--- src/rtl/ycbcr_pkg.sv ---
// Shared constants for the YCbCr video stages: field offsets inside the 24-bit
// pixel word, overlay colours and the default skin-tone Cb/Cr window.
package ycbcr_pkg;

    localparam int PIX_W  = 24;
    localparam int Y_OFS  = 16;
    localparam int CB_OFS = 8;
    localparam int CR_OFS = 0;

    localparam logic [PIX_W-1:0] COL_BLACK = 24'h000000;
    localparam logic [PIX_W-1:0] COL_WHITE = 24'hFFFFFF;
    localparam logic [PIX_W-1:0] COL_RED   = 24'hFF0000;

    localparam logic [7:0] CB_MIN_DEF = 8'd77;
    localparam logic [7:0] CB_MAX_DEF = 8'd127;
    localparam logic [7:0] CR_MIN_DEF = 8'd133;
    localparam logic [7:0] CR_MAX_DEF = 8'd173;

    function automatic logic in_range(input logic [7:0] v, input logic [7:0] lo,
                                      input logic [7:0] hi);
        return (v >= lo) && (v <= hi);
    endfunction

endpackage

--- src/rtl/ycbcr_mask_bbox_if.sv ---
// Video stream bundle around the mask/bbox stage: converter-side input and
// the delayed, recoloured output toward the RGB path.
interface ycbcr_mask_bbox_if;
    import ycbcr_pkg::*;

    logic             de_in;
    logic             hsync_in;
    logic             vsync_in;
    logic [PIX_W-1:0] pixel_in;
    logic             de_out;
    logic             hsync_out;
    logic             vsync_out;
    logic [PIX_W-1:0] pixel_out;

    modport master (
        output de_in, hsync_in, vsync_in, pixel_in,
        input  de_out, hsync_out, vsync_out, pixel_out
    );

    modport slave (
        input  de_in, hsync_in, vsync_in, pixel_in,
        output de_out, hsync_out, vsync_out, pixel_out
    );

endinterface

--- src/rtl/ycbcr_mask_bbox_accum.sv ---
// Per-frame mask statistics: running min/max/count, latched into the visible
// box at each frame boundary when enough mask pixels were seen.
module bbox_accum #(
    parameter int COORD_W = 11,
    parameter int CNT_W   = 21,
    parameter int MIN_PIX = 64
) (
    input  logic               clk,
    input  logic               rst_n,
    input  logic               i_boundary,
    input  logic               i_mask,
    input  logic [COORD_W-1:0] i_x,
    input  logic [COORD_W-1:0] i_y,
    output logic [COORD_W-1:0] o_xmin,
    output logic [COORD_W-1:0] o_xmax,
    output logic [COORD_W-1:0] o_ymin,
    output logic [COORD_W-1:0] o_ymax,
    output logic [CNT_W-1:0]   o_count,
    output logic               o_valid
);

    localparam logic [COORD_W-1:0] COORD_ONES = '1;
    localparam logic [CNT_W-1:0]   CNT_MAX    = '1;

    logic [COORD_W-1:0] r_acc_xmin, r_acc_xmax, r_acc_ymin, r_acc_ymax;
    logic [CNT_W-1:0]   r_acc_cnt;
    logic [COORD_W-1:0] r_xmin, r_xmax, r_ymin, r_ymax;
    logic [CNT_W-1:0]   r_count;
    logic               r_valid;
    logic               w_enough;

    assign w_enough = (r_acc_cnt >= CNT_W'(MIN_PIX));

    always_ff @(posedge clk or negedge rst_n) begin
        if (!rst_n) begin
            r_acc_xmin <= COORD_ONES;
            r_acc_xmax <= '0;
            r_acc_ymin <= COORD_ONES;
            r_acc_ymax <= '0;
            r_acc_cnt  <= '0;
            r_xmin     <= '0;
            r_xmax     <= '0;
            r_ymin     <= '0;
            r_ymax     <= '0;
            r_count    <= '0;
            r_valid    <= 1'b0;
        end else if (i_boundary) begin
            r_count <= r_acc_cnt;
            r_valid <= w_enough;
            if (w_enough) begin
                r_xmin <= r_acc_xmin;
                r_xmax <= r_acc_xmax;
                r_ymin <= r_acc_ymin;
                r_ymax <= r_acc_ymax;
            end
            // A mask pixel on the boundary cycle opens the new frame's statistics.
            if (i_mask) begin
                r_acc_xmin <= i_x;
                r_acc_xmax <= i_x;
                r_acc_ymin <= i_y;
                r_acc_ymax <= i_y;
                r_acc_cnt  <= CNT_W'(1);
            end else begin
                r_acc_xmin <= COORD_ONES;
                r_acc_xmax <= '0;
                r_acc_ymin <= COORD_ONES;
                r_acc_ymax <= '0;
                r_acc_cnt  <= '0;
            end
        end else if (i_mask) begin
            if (i_x < r_acc_xmin) r_acc_xmin <= i_x;
            if (i_x > r_acc_xmax) r_acc_xmax <= i_x;
            if (i_y < r_acc_ymin) r_acc_ymin <= i_y;
            if (i_y > r_acc_ymax) r_acc_ymax <= i_y;
            if (r_acc_cnt != CNT_MAX) r_acc_cnt <= r_acc_cnt + CNT_W'(1);
        end
    end

    assign o_xmin  = r_xmin;
    assign o_xmax  = r_xmax;
    assign o_ymin  = r_ymin;
    assign o_ymax  = r_ymax;
    assign o_count = r_count;
    assign o_valid = r_valid;

endmodule

--- src/rtl/ycbcr_mask_bbox.sv ---
// Skin-mask classifier with per-frame bounding box; draws the previous frame's
// box in red over the binary mask with a fixed two-cycle latency.
module ycbcr_mask_bbox
    import ycbcr_pkg::*;
#(
    parameter logic [7:0] CB_MIN  = CB_MIN_DEF,
    parameter logic [7:0] CB_MAX  = CB_MAX_DEF,
    parameter logic [7:0] CR_MIN  = CR_MIN_DEF,
    parameter logic [7:0] CR_MAX  = CR_MAX_DEF,
    parameter int         COORD_W = 11,
    parameter int         CNT_W   = 21,
    parameter int         MIN_PIX = 64
) (
    input  logic               clk,
    input  logic               rst_n,
    ycbcr_mask_bbox_if.slave   vid,
    output logic [COORD_W-1:0] bbox_xmin,
    output logic [COORD_W-1:0] bbox_xmax,
    output logic [COORD_W-1:0] bbox_ymin,
    output logic [COORD_W-1:0] bbox_ymax,
    output logic [CNT_W-1:0]   bbox_count,
    output logic               bbox_valid
);

    localparam logic [COORD_W-1:0] COORD_MAX = '1;

    logic [7:0]         w_cb, w_cr;
    logic               w_unused_y;
    logic               w_mask, w_boundary, w_de_fall;
    logic [COORD_W-1:0] w_x, w_y, w_x_inc, w_y_inc;
    logic [COORD_W-1:0] r_x, r_y;
    logic               r_de1, r_hs1, r_vs1, r_mask1;
    logic [COORD_W-1:0] r_x1, r_y1;
    logic               r_de2, r_hs2, r_vs2;
    logic [PIX_W-1:0]   r_pix2;
    logic               w_in_x, w_in_y, w_perim;
    logic [PIX_W-1:0]   w_col;

    assign w_cb       = vid.pixel_in[CB_OFS +: 8];
    assign w_cr       = vid.pixel_in[CR_OFS +: 8];
    assign w_unused_y = ^vid.pixel_in[Y_OFS +: 8];
    assign w_mask     = vid.de_in & in_range(w_cb, CB_MIN, CB_MAX)
                                  & in_range(w_cr, CR_MIN, CR_MAX);

    // r_de1/r_vs1 double as the one-cycle history for edge detection.
    assign w_boundary = vid.vsync_in & ~r_vs1;
    assign w_de_fall  = ~vid.de_in & r_de1;

    assign w_x     = w_boundary ? '0 : r_x;
    assign w_y     = w_boundary ? '0 : r_y;
    assign w_x_inc = (w_x == COORD_MAX) ? w_x : w_x + COORD_W'(1);
    assign w_y_inc = (r_y == COORD_MAX) ? r_y : r_y + COORD_W'(1);

    always_ff @(posedge clk or negedge rst_n) begin
        if (!rst_n) begin
            r_x <= '0;
            r_y <= '0;
        end else begin
            if (vid.de_in)                    r_x <= w_x_inc;
            else if (w_boundary || w_de_fall) r_x <= '0;

            if (w_boundary)     r_y <= '0;
            else if (w_de_fall) r_y <= w_y_inc;
        end
    end

    always_ff @(posedge clk or negedge rst_n) begin
        if (!rst_n) begin
            r_de1   <= 1'b0;
            r_hs1   <= 1'b0;
            r_vs1   <= 1'b0;
            r_mask1 <= 1'b0;
            r_x1    <= '0;
            r_y1    <= '0;
        end else begin
            r_de1   <= vid.de_in;
            r_hs1   <= vid.hsync_in;
            r_vs1   <= vid.vsync_in;
            r_mask1 <= w_mask;
            r_x1    <= w_x;
            r_y1    <= w_y;
        end
    end

    bbox_accum #(
        .COORD_W (COORD_W),
        .CNT_W   (CNT_W),
        .MIN_PIX (MIN_PIX)
    ) u_accum (
        .clk        (clk),
        .rst_n      (rst_n),
        .i_boundary (w_boundary),
        .i_mask     (w_mask),
        .i_x        (w_x),
        .i_y        (w_y),
        .o_xmin     (bbox_xmin),
        .o_xmax     (bbox_xmax),
        .o_ymin     (bbox_ymin),
        .o_ymax     (bbox_ymax),
        .o_count    (bbox_count),
        .o_valid    (bbox_valid)
    );

    assign w_in_x  = (r_x1 >= bbox_xmin) && (r_x1 <= bbox_xmax);
    assign w_in_y  = (r_y1 >= bbox_ymin) && (r_y1 <= bbox_ymax);
    assign w_perim = bbox_valid &&
                     ((((r_x1 == bbox_xmin) || (r_x1 == bbox_xmax)) && w_in_y) ||
                      (((r_y1 == bbox_ymin) || (r_y1 == bbox_ymax)) && w_in_x));

    always_comb begin
        w_col = COL_BLACK;
        if (!r_de1)       w_col = COL_BLACK;
        else if (w_perim) w_col = COL_RED;
        else if (r_mask1) w_col = COL_WHITE;
    end

    always_ff @(posedge clk or negedge rst_n) begin
        if (!rst_n) begin
            r_de2  <= 1'b0;
            r_hs2  <= 1'b0;
            r_vs2  <= 1'b0;
            r_pix2 <= COL_BLACK;
        end else begin
            r_de2  <= r_de1;
            r_hs2  <= r_hs1;
            r_vs2  <= r_vs1;
            r_pix2 <= w_col;
        end
    end

    assign vid.de_out    = r_de2;
    assign vid.hsync_out = r_hs2;
    assign vid.vsync_out = r_vs2;
    assign vid.pixel_out = r_pix2;

endmodule
--- src/flat_wrapper.sv ---
// flat-port wrapper written by rule: the top's interface ports become plain ports
module ycbcr_mask_bbox_flat import ycbcr_pkg::*;
#(
    parameter logic [7:0] CB_MIN  = CB_MIN_DEF,
    parameter logic [7:0] CB_MAX  = CB_MAX_DEF,
    parameter logic [7:0] CR_MIN  = CR_MIN_DEF,
    parameter logic [7:0] CR_MAX  = CR_MAX_DEF,
    parameter int         COORD_W = 11,
    parameter int         CNT_W   = 21,
    parameter int         MIN_PIX = 64
)
  (clk, rst_n, bbox_xmin, bbox_xmax, bbox_ymin, bbox_ymax, bbox_count, bbox_valid, vid_de_in, vid_hsync_in, vid_vsync_in, vid_pixel_in, vid_de_out, vid_hsync_out, vid_vsync_out, vid_pixel_out);
  ycbcr_mask_bbox_if vid_i ();
  input  logic clk;
  input  logic rst_n;
  output logic [COORD_W-1:0] bbox_xmin;
  output logic [COORD_W-1:0] bbox_xmax;
  output logic [COORD_W-1:0] bbox_ymin;
  output logic [COORD_W-1:0] bbox_ymax;
  output logic [CNT_W-1:0] bbox_count;
  output logic bbox_valid;
  input wire logic [$bits(vid_i.de_in)-1:0] vid_de_in;
  input wire logic [$bits(vid_i.hsync_in)-1:0] vid_hsync_in;
  input wire logic [$bits(vid_i.vsync_in)-1:0] vid_vsync_in;
  input wire logic [$bits(vid_i.pixel_in)-1:0] vid_pixel_in;
  output wire logic [$bits(vid_i.de_out)-1:0] vid_de_out;
  output wire logic [$bits(vid_i.hsync_out)-1:0] vid_hsync_out;
  output wire logic [$bits(vid_i.vsync_out)-1:0] vid_vsync_out;
  output wire logic [$bits(vid_i.pixel_out)-1:0] vid_pixel_out;
  assign vid_i.de_in = vid_de_in;
  assign vid_i.hsync_in = vid_hsync_in;
  assign vid_i.vsync_in = vid_vsync_in;
  assign vid_i.pixel_in = vid_pixel_in;
  assign vid_de_out = vid_i.de_out;
  assign vid_hsync_out = vid_i.hsync_out;
  assign vid_vsync_out = vid_i.vsync_out;
  assign vid_pixel_out = vid_i.pixel_out;
  ycbcr_mask_bbox #(.CB_MIN(CB_MIN), .CB_MAX(CB_MAX), .CR_MIN(CR_MIN), .CR_MAX(CR_MAX), .COORD_W(COORD_W), .CNT_W(CNT_W), .MIN_PIX(MIN_PIX)) u_core (.clk(clk), .rst_n(rst_n), .vid(vid_i), .bbox_xmin(bbox_xmin), .bbox_xmax(bbox_xmax), .bbox_ymin(bbox_ymin), .bbox_ymax(bbox_ymax), .bbox_count(bbox_count), .bbox_valid(bbox_valid));
endmodule
--- config.mk ---
export PLATFORM = sky130hd
export DESIGN_NAME = ycbcr_mask_bbox_flat
export DESIGN_NICKNAME = d
export VERILOG_FILES = /design/src/rtl/ycbcr_pkg.sv /design/src/rtl/ycbcr_mask_bbox_if.sv /design/src/rtl/ycbcr_mask_bbox_accum.sv /design/src/rtl/ycbcr_mask_bbox.sv /design/src/flat_wrapper.sv
export SDC_FILE = /design/constraint.sdc
export NUM_CORES = 1
export LEC_CHECK = 0
export BUFFER_PORTS_ARGS = -buffer_cell sky130_fd_sc_hd__buf_4
export CAP_MARGIN = 20
export CORE_MARGIN = 2
export CORE_UTILIZATION = 30
export CTS_CLUSTER_DIAMETER = 40
export DETAILED_ROUTE_END_ITERATION = 10
export SLEW_MARGIN = 30
export SYNTH_ARGS = -nofsm -noshare
export SYNTH_HDL_FRONTEND = slang
export SYNTH_SLANG_ARGS = --single-unit
--- constraint.sdc ---
create_clock -name clk -period 3.1 [get_ports clk]
set_input_delay 0.465 -clock clk [delete_from_list [all_inputs] [get_ports clk]]
set_output_delay 0.465 -clock clk [all_outputs]
set_load 0.1 [all_outputs]
# --- Word level (Yosys, flattened, before mapping) ---
# Cells that the tools add are included.
classes:
  n_addsub: 3
  n_lt_le_gt_ge: 13
  n_eq_ne: 8
  muxes: 31
  n_bitwise: 6
  reduce_logical: 26
op_table:
  columns: ["op", "n"]
  rows:
  - ["2-to-1 mux 11 bit", 24]
  - ["2-to-1 mux 24 bit", 3]
  - ["2-to-1 mux 21 bit", 3]
  - ["equality test 11 bit", 4]
  - ["adder 11 x 1 -> 11 bit, second input constant", 2]
  - ["equality test 11 bit, second input constant", 2]
  - [">= comparator 11 bit", 2]
  - ["greater-than comparator 11 bit", 2]
  - ["<= comparator 11 bit", 2]
  - ["less-than comparator 11 bit", 2]
  - ["adder 21 x 1 -> 21 bit, second input constant", 1]
  - [">= comparator 21 x 7 -> 1 bit, second input constant", 1]
  - ["inequality test 21 bit, second input constant", 1]
  - ["nonzero test 2 bit", 8]
  - ["AND reduction 2 bit", 7]
  - [">= comparator 8 x 7 -> 1 bit, second input constant", 1]
  - [">= comparator 8 bit, second input constant", 1]
  - ["<= comparator 8 x 7 -> 1 bit, second input constant", 1]
  - ["<= comparator 8 bit, second input constant", 1]
  - ["logical AND 1 bit", 7]
  - ["bitwise AND 1 bit", 4]
  - ["logical OR 1 bit", 4]
  - ["inequality test 2 x 1 -> 1 bit, second input constant", 1]
  - ["inverter 1 bit", 2]
  - ["2-to-1 mux 1 bit", 1]
totals:
  ff_bits: 206
  inputBits: 29

# --- Depth between registers and ports, before layout ---
depth:
  depth_word: 7
  mapped_depth: 13
  mapped_depth_nobuf: 10

# --- Hierarchy ---
# A second synthesis with hierarchy kept.
hier_totals:
  cells_unflattened: 1045
  hier_area_um2: 10717.8
by_module_without_submodules:
  columns: ["mod", "n_inst", "cells_per_inst", "area_per_inst_um2"]
  rows:
  - ["bbox_accum", 1, 670, 7144.4]
  - ["ycbcr_mask_bbox", 1, 375, 3573.4]

# --- Least setup slack after synthesis ---
# No wires, ideal clock.
synth_timing:
  path_type: "input-to-reg"
  startpoint: "in vid_vsync_in"
  endpoint: "reg u_core.u_accum.r_acc_ymax[2]"
  arrival_time_ns: 2.946
  required_ns: 2.975
  slack_ns: 0.029
  path_stages: 12
  path_buffers: 3
  cell_sequence: "nand2b_1 buf_2 clkbuf_1 and2_1 ha_1 nor2b_1 o21a_1 o21bai_1 a31oi_1 o311ai_0 buf_2 mux2_2"
synth_between:
  elab_chain_len: 5
  elab_cells_between_ends: 10
  classes_between: "1 x order compare; 5 x mux; 1 x bitwise; 3 x reduce/logical"
synth_lines:
  columns: ["element", "line_no", "rtl"]
  rows:
  - ["start, declared", "flat_wrapper.sv:24", "input wire logic [$bits(vid_i.vsync_in)-1:0] vid_vsync_in;"]
  - ["bitwise AND 1 bit", "ycbcr_mask_bbox.sv:46", "assign w_boundary = vid.vsync_in & ~r_vs1;"]
  - ["2-to-1 mux 11 bit", "ycbcr_mask_bbox.sv:50", "assign w_y = w_boundary ? '0 : r_y;"]
  - ["via u_core.u_accum.i_y[1]", "ycbcr_mask_bbox_accum.sv:13", "input logic [COORD_W-1:0] i_y,"]
  - ["greater-than comparator 11 bit", "ycbcr_mask_bbox_accum.sv:74", "if (i_y > r_acc_ymax) r_acc_ymax <= i_y;"]
  - ["nonzero test 2 bit (no line)", null, null]
  - ["AND reduction 2 bit (no line)", null, null]
  - ["end signal, assigned", "ycbcr_mask_bbox_accum.sv:61", "r_acc_ymax <= i_y;"]
  - ["end signal, assigned", "ycbcr_mask_bbox_accum.sv:74", null]
  - ["end, declared", "ycbcr_mask_bbox_accum.sv:25", "logic [COORD_W-1:0] r_acc_xmin, r_acc_xmax, r_acc_ymin, r_acc_ymax;"]
# The timed path passes the listed nets, and every way through them passes these cells. The select of a mux whose other input is x is not followed.
# A chain may end at the register's enable or synchronous reset.

# --- Final worst setup path ---
layout_timing:
  startpoint: "reg u_core.r_vs1"
  endpoint: "reg u_core.u_accum.r_acc_xmin[0]"
layout_between:
  elab_chain_len: 6
  elab_cells_between_ends: 11
  classes_between: "1 x order compare; 5 x mux; 2 x bitwise; 3 x reduce/logical"
layout_lines:
  columns: ["element", "line_no", "rtl"]
  rows:
  - ["start, declared", "ycbcr_mask_bbox.sv:32", "logic r_de1, r_hs1, r_vs1, r_mask1;"]
  - ["start signal, assigned", "ycbcr_mask_bbox.sv:78", "r_vs1 <= vid.vsync_in;"]
  - ["inverter 1 bit", "ycbcr_mask_bbox.sv:46", null]
  - ["bitwise AND 1 bit", "ycbcr_mask_bbox.sv:46", null]
  - ["2-to-1 mux 11 bit", "ycbcr_mask_bbox.sv:49", "assign w_x = w_boundary ? '0 : r_x;"]
  - ["via u_core.u_accum.i_x[7]", "ycbcr_mask_bbox_accum.sv:12", "input logic [COORD_W-1:0] i_x,"]
  - ["less-than comparator 11 bit", "ycbcr_mask_bbox_accum.sv:71", "if (i_x < r_acc_xmin) r_acc_xmin <= i_x;"]
  - ["nonzero test 2 bit (no line)", null, null]
  - ["AND reduction 2 bit (no line)", null, null]
  - ["end signal, assigned", "ycbcr_mask_bbox_accum.sv:58", "r_acc_xmin <= i_x;"]
  - ["end signal, assigned", "ycbcr_mask_bbox_accum.sv:71", null]
  - ["end, declared", "ycbcr_mask_bbox_accum.sv:25", null]
# The timed path passes the listed nets, and every way through them passes these cells. The select of a mux whose other input is x is not followed.

==> impl_metrics.json <==
{
  "cts.sink_count": 184,
  "yosys_warnings": 0,
  "worst-endpoint-arrival_ns": 3.17,
  "num-fill-cells": 3298,
  "comb_power_share_pct": 15.9,
  "cts_buffers": 17,
  "cts_tree": "yes",
  "cts-root-buf": "clkbuf_16",
  "final-max-slew-violation-count": 0,
  "power.leakage_nw": 6.055,
  "result_of_the_run": "complete, no violations",
  "layout.cell_area.non_filler_sq_um": 11890,
  "insertion_delay_ns": 0.44,
  "power_switching_share_pct": 31.17,
  "maxClockFrequency_ghz": 0.3551,
  "synth_flop_cell": "dfrtp_1",
  "htree_depth": 4,
  "wirelength_um": 23660,
  "synth-edff-count": 0,
  "placed_cell_area_sq_um": 11320,
  "start_kind": "flop",
  "die-height_um": 185.5,
  "die_area_sq_um": 34410,
  "fin_nets": 1251,
  "synth_seq_area_share_pct": 46.87,
  "power_per_cell_area_nw_per_um2": 468.4,
  "die-width_um": 185.5,
  "vdd.ir_drop.worst_v": 0.0003778,
  "start_util_pct": 30.45,
  "hold_path_class": "in -> async",
  "setup_total_negative_slack_ns": 0,
  "antenna_found_initial": 0,
  "route.vias.total": 7537,
  "first_iter_violations": 470,
  "cts.clk_slew.worst_paths_ns": 0.08,
  "drv_cap": 0,
  "number_of_design_rule_violations_left_after_detail_routing": 0,
  "placedCellCount": 1555,
  "grt_max_degree": 94,
  "finalHoldViolCount": 0,
  "ctsLongestPathBuffers": 2,
  "data_required_time_at_the_worst_endpoint_ns": 3.46,
  "final_cell_count_no_fill": 1587,
  "final.setup_skew_ns": 0.01917,
  "gp_routability_congestion": 0.8508,
  "critPathCaptureType": "flop",
  "detail_route.vias_per_cell": 4.749,
  "inserted_diodes": 0,
  "synth_cell_types": 64,
  "placement_rows": 66,
  "cell_internal_pwr_mw": 3.833,
  "syn-cell-area_sq_um": 9882,
  "synth.net_count": 1140,
  "layout_common_cells": "162 x dfrtp_1, 152 x nand2_1, 146 x buf_4, 109 x inv_1, 90 x ha_1",
  "routed_wire_length_per_instance_um": 14.91,
  "portBuffers": 113,
  "final_common_cell": "dfrtp_1",
  "via_count_of_the_first_global_routing_pass": 7509,
  "tmin_final_ns": 2.816,
  "sequential_cell_area_in_the_final_layout_sq_um": 4632,
  "tightestPinTransition_ns": 0.7822,
  "crit_type": "reg -> reg",
  "proportion_of_layout_cells_with_a_drive_suffix_above_1_pct": 20.52,
  "post-route-period-util_pct": 90.84,
  "pwr-share-clk_pct": 37.5,
  "netlist_instances": 1021,
  "post-cts-setup-buffers": 0,
  "syn-mean-instance-area_sq_um": 9.679,
  "synthArstFlopShare_pct": 100.0,
  "area_growth_syn_to_layout_pct": 20.31,
  "ant_nets": 0,
  "finalHoldWorstSlack_ns": 0.1036,
  "globalRouteOverflowTotal": 0,
  "hpwl_um": 17570,
  "power.share.sequential_pct": 46.6,
  "maximum_fanout_encountered_on_the_critical_timing_path": 15,
  "drtPass1Iterations": 5,
  "ioPinCount": 122,
  "grt_first_pass_wirelength_um": 38590,
  "final_core_utilization_pct": 36.63,
  "setup_violations": 0,
  "synth-seq-cells": 184,
  "multi_input_area_sq_um": 4557,
  "rsz_0062_raised_after_global_routing": "false",
  "grt.total_usage_pct": 14.30,
  "worst_slew_margin_rel_pct": 47.86,
  "net_switching_power_figure_mw": 1.736,
  "fp.coreArea_sq_um": 32450
}
[cell families (layout without fill, tap and decap cells)]
| group | Yosys count | in the layout | share of synthesized area [%] |
|---|---|---|---|
| compound gates | 181 | 181 | 12.48 |
| simple gates | 342 | 342 | 16.32 |
| fa+ha+maj | 90 | 90 | 11.40 |
| buf+inv | 168 | 292 | 7.458 |
| mux | 27 | 27 | 2.899 |
| flops | 184 | 184 | 46.87 |
| xor+xnor | 29 | 29 | 2.570 |
[flip-flops by register name, indices dropped and copies added (netlist names), 2 cells and up]
signal                     flops
u_core.u_accum.r_acc_cnt      21
u_core.vid.pixel_out           2
u_core.u_accum.o_count        21
u_core.r_y                    11
u_core.u_accum.o_ymax         11
u_core.u_accum.r_acc_ymin     11
u_core.u_accum.r_acc_ymax     11
u_core.r_x1                   11
u_core.r_x                    11
u_core.u_accum.r_acc_xmin     11
u_core.u_accum.r_acc_xmax     11
u_core.r_y1                   11
u_core.u_accum.o_xmin         11
u_core.u_accum.o_xmax         11
u_core.u_accum.o_ymin         11
[timing repair]
item | CTS | global route
resized for setup | 0 | 1
hold buffers | 0 | 0
setup endpoints to repair | 0 | 9
[final cells by class]
cell class	instances	share of cell area [%]
Inverter	110	3.515
Clock buffer	17	3.578
Sequential cell	184	38.96
Multi-Input combinational cell	669	38.33
Timing Repair Buffer	150	9.840
Clock inverter	15	1.126
Tap cell	442	4.652
[worst max-delay path, stage by stage (launching register included)]
cell and delay [ns]:
dfrtp_1 0.42, nand2b_4 0.25, buf_4 0.20, nand2_1 0.11
inv_1 0.06, ha_1 0.19, a21o_1 0.17, a21o_1 0.17
a21oi_1 0.26, o311ai_4 0.15, or2_1 0.41, o221a_2 0.35
[metal layers]
layer  wire length [um]  global-route usage (%)  up-vias
met5                  0                       0        -
met4                307                   3.873        0
met3               1086                   3.013       19
met2              10650                   22.90      162
met1              11610                   19.56     3644
li1                   -                       -     3712
[stage by stage]
step                power, mW  setup WS, ns
finish                  5.569        0.2840
global route            5.854        0.1214
CTS                     5.644        0.1127
detailed placement      3.530       0.08257
global placement        3.512        0.1258
floorplan               3.253       0.02944
[synth_stat cells, types with 3 or more instances]
library cell | instances | area, sq um
buf_2 | 6 | 30.03
nand4_1 | 24 | 150.1
a31oi_1 | 7 | 43.79
o31ai_1 | 4 | 30.03
and3_1 | 6 | 37.54
clkbuf_1 | 19 | 71.32
or3_1 | 3 | 18.77
nor2_1 | 59 | 221.5
o21ai_0 | 61 | 305.3
a21o_1 | 19 | 142.6
o221a_1 | 7 | 78.83
mux2_2 | 13 | 146.4
nor3_1 | 22 | 110.1
buf_1 | 9 | 33.78
nor4_1 | 7 | 43.79
mux2i_1 | 14 | 140.1
and4_1 | 6 | 52.55
and2_1 | 11 | 68.82
nand2_1 | 152 | 570.6
nand2b_1 | 3 | 18.77
nand4b_1 | 3 | 26.28
dfrtp_1 | 162 | 4054
or4_1 | 3 | 22.52
o21a_1 | 4 | 30.03
a211o_1 | 14 | 122.6
inv_1 | 109 | 409.1
nand3_1 | 26 | 130.1
xnor2_1 | 17 | 148.9
ha_1 | 90 | 1126
o211ai_1 | 4 | 30.03
nor2b_1 | 6 | 37.54
dfstp_2 | 22 | 578.1
buf_4 | 23 | 172.7
a21oi_1 | 25 | 125.1
xor2_1 | 12 | 105.1
a211oi_1 | 4 | 30.03
o22ai_1 | 9 | 56.30
[worst paths after layout]
path | cells past startpoint | start | slack [ns] | end
worst max register to register | 11 | u_core.r_vs1$_DFF_PN0_ | 0.28 | u_core.u_accum.r_acc_xmin[0]$_DFFE_PN1P_
worst min-delay path | 1 | rst_n | 0.10 | u_core.u_accum.r_acc_cnt[5]$_DFFE_PN0P_
max in group asynchronous | 2 | rst_n | 2.16 | u_core.u_accum.r_acc_ymin[4]$_DFFE_PN1P_
min in group clk | 1 | vid_hsync_in | 0.13 | u_core.r_hs1$_DFF_PN0_
worst max-delay path | 11 | u_core.r_vs1$_DFF_PN0_ | 0.28 | u_core.u_accum.r_acc_xmin[0]$_DFFE_PN1P_
worst min register to register | 0 | u_core.r_hs1$_DFF_PN0_ | 0.35 | u_core.vid.hsync_out$_DFF_PN0_
[power groups by stage]
stage	clock network [mW]	logic [mW]	registers [mW]
floorplan	0	0.358	2.89
global placement	0	0.872	2.64
detailed placement	0	0.889	2.64
CTS	2.16	0.893	2.60
global route	2.27	0.972	2.61
finish	2.09	0.884	2.60
Power figures use the tool's default switching activity.
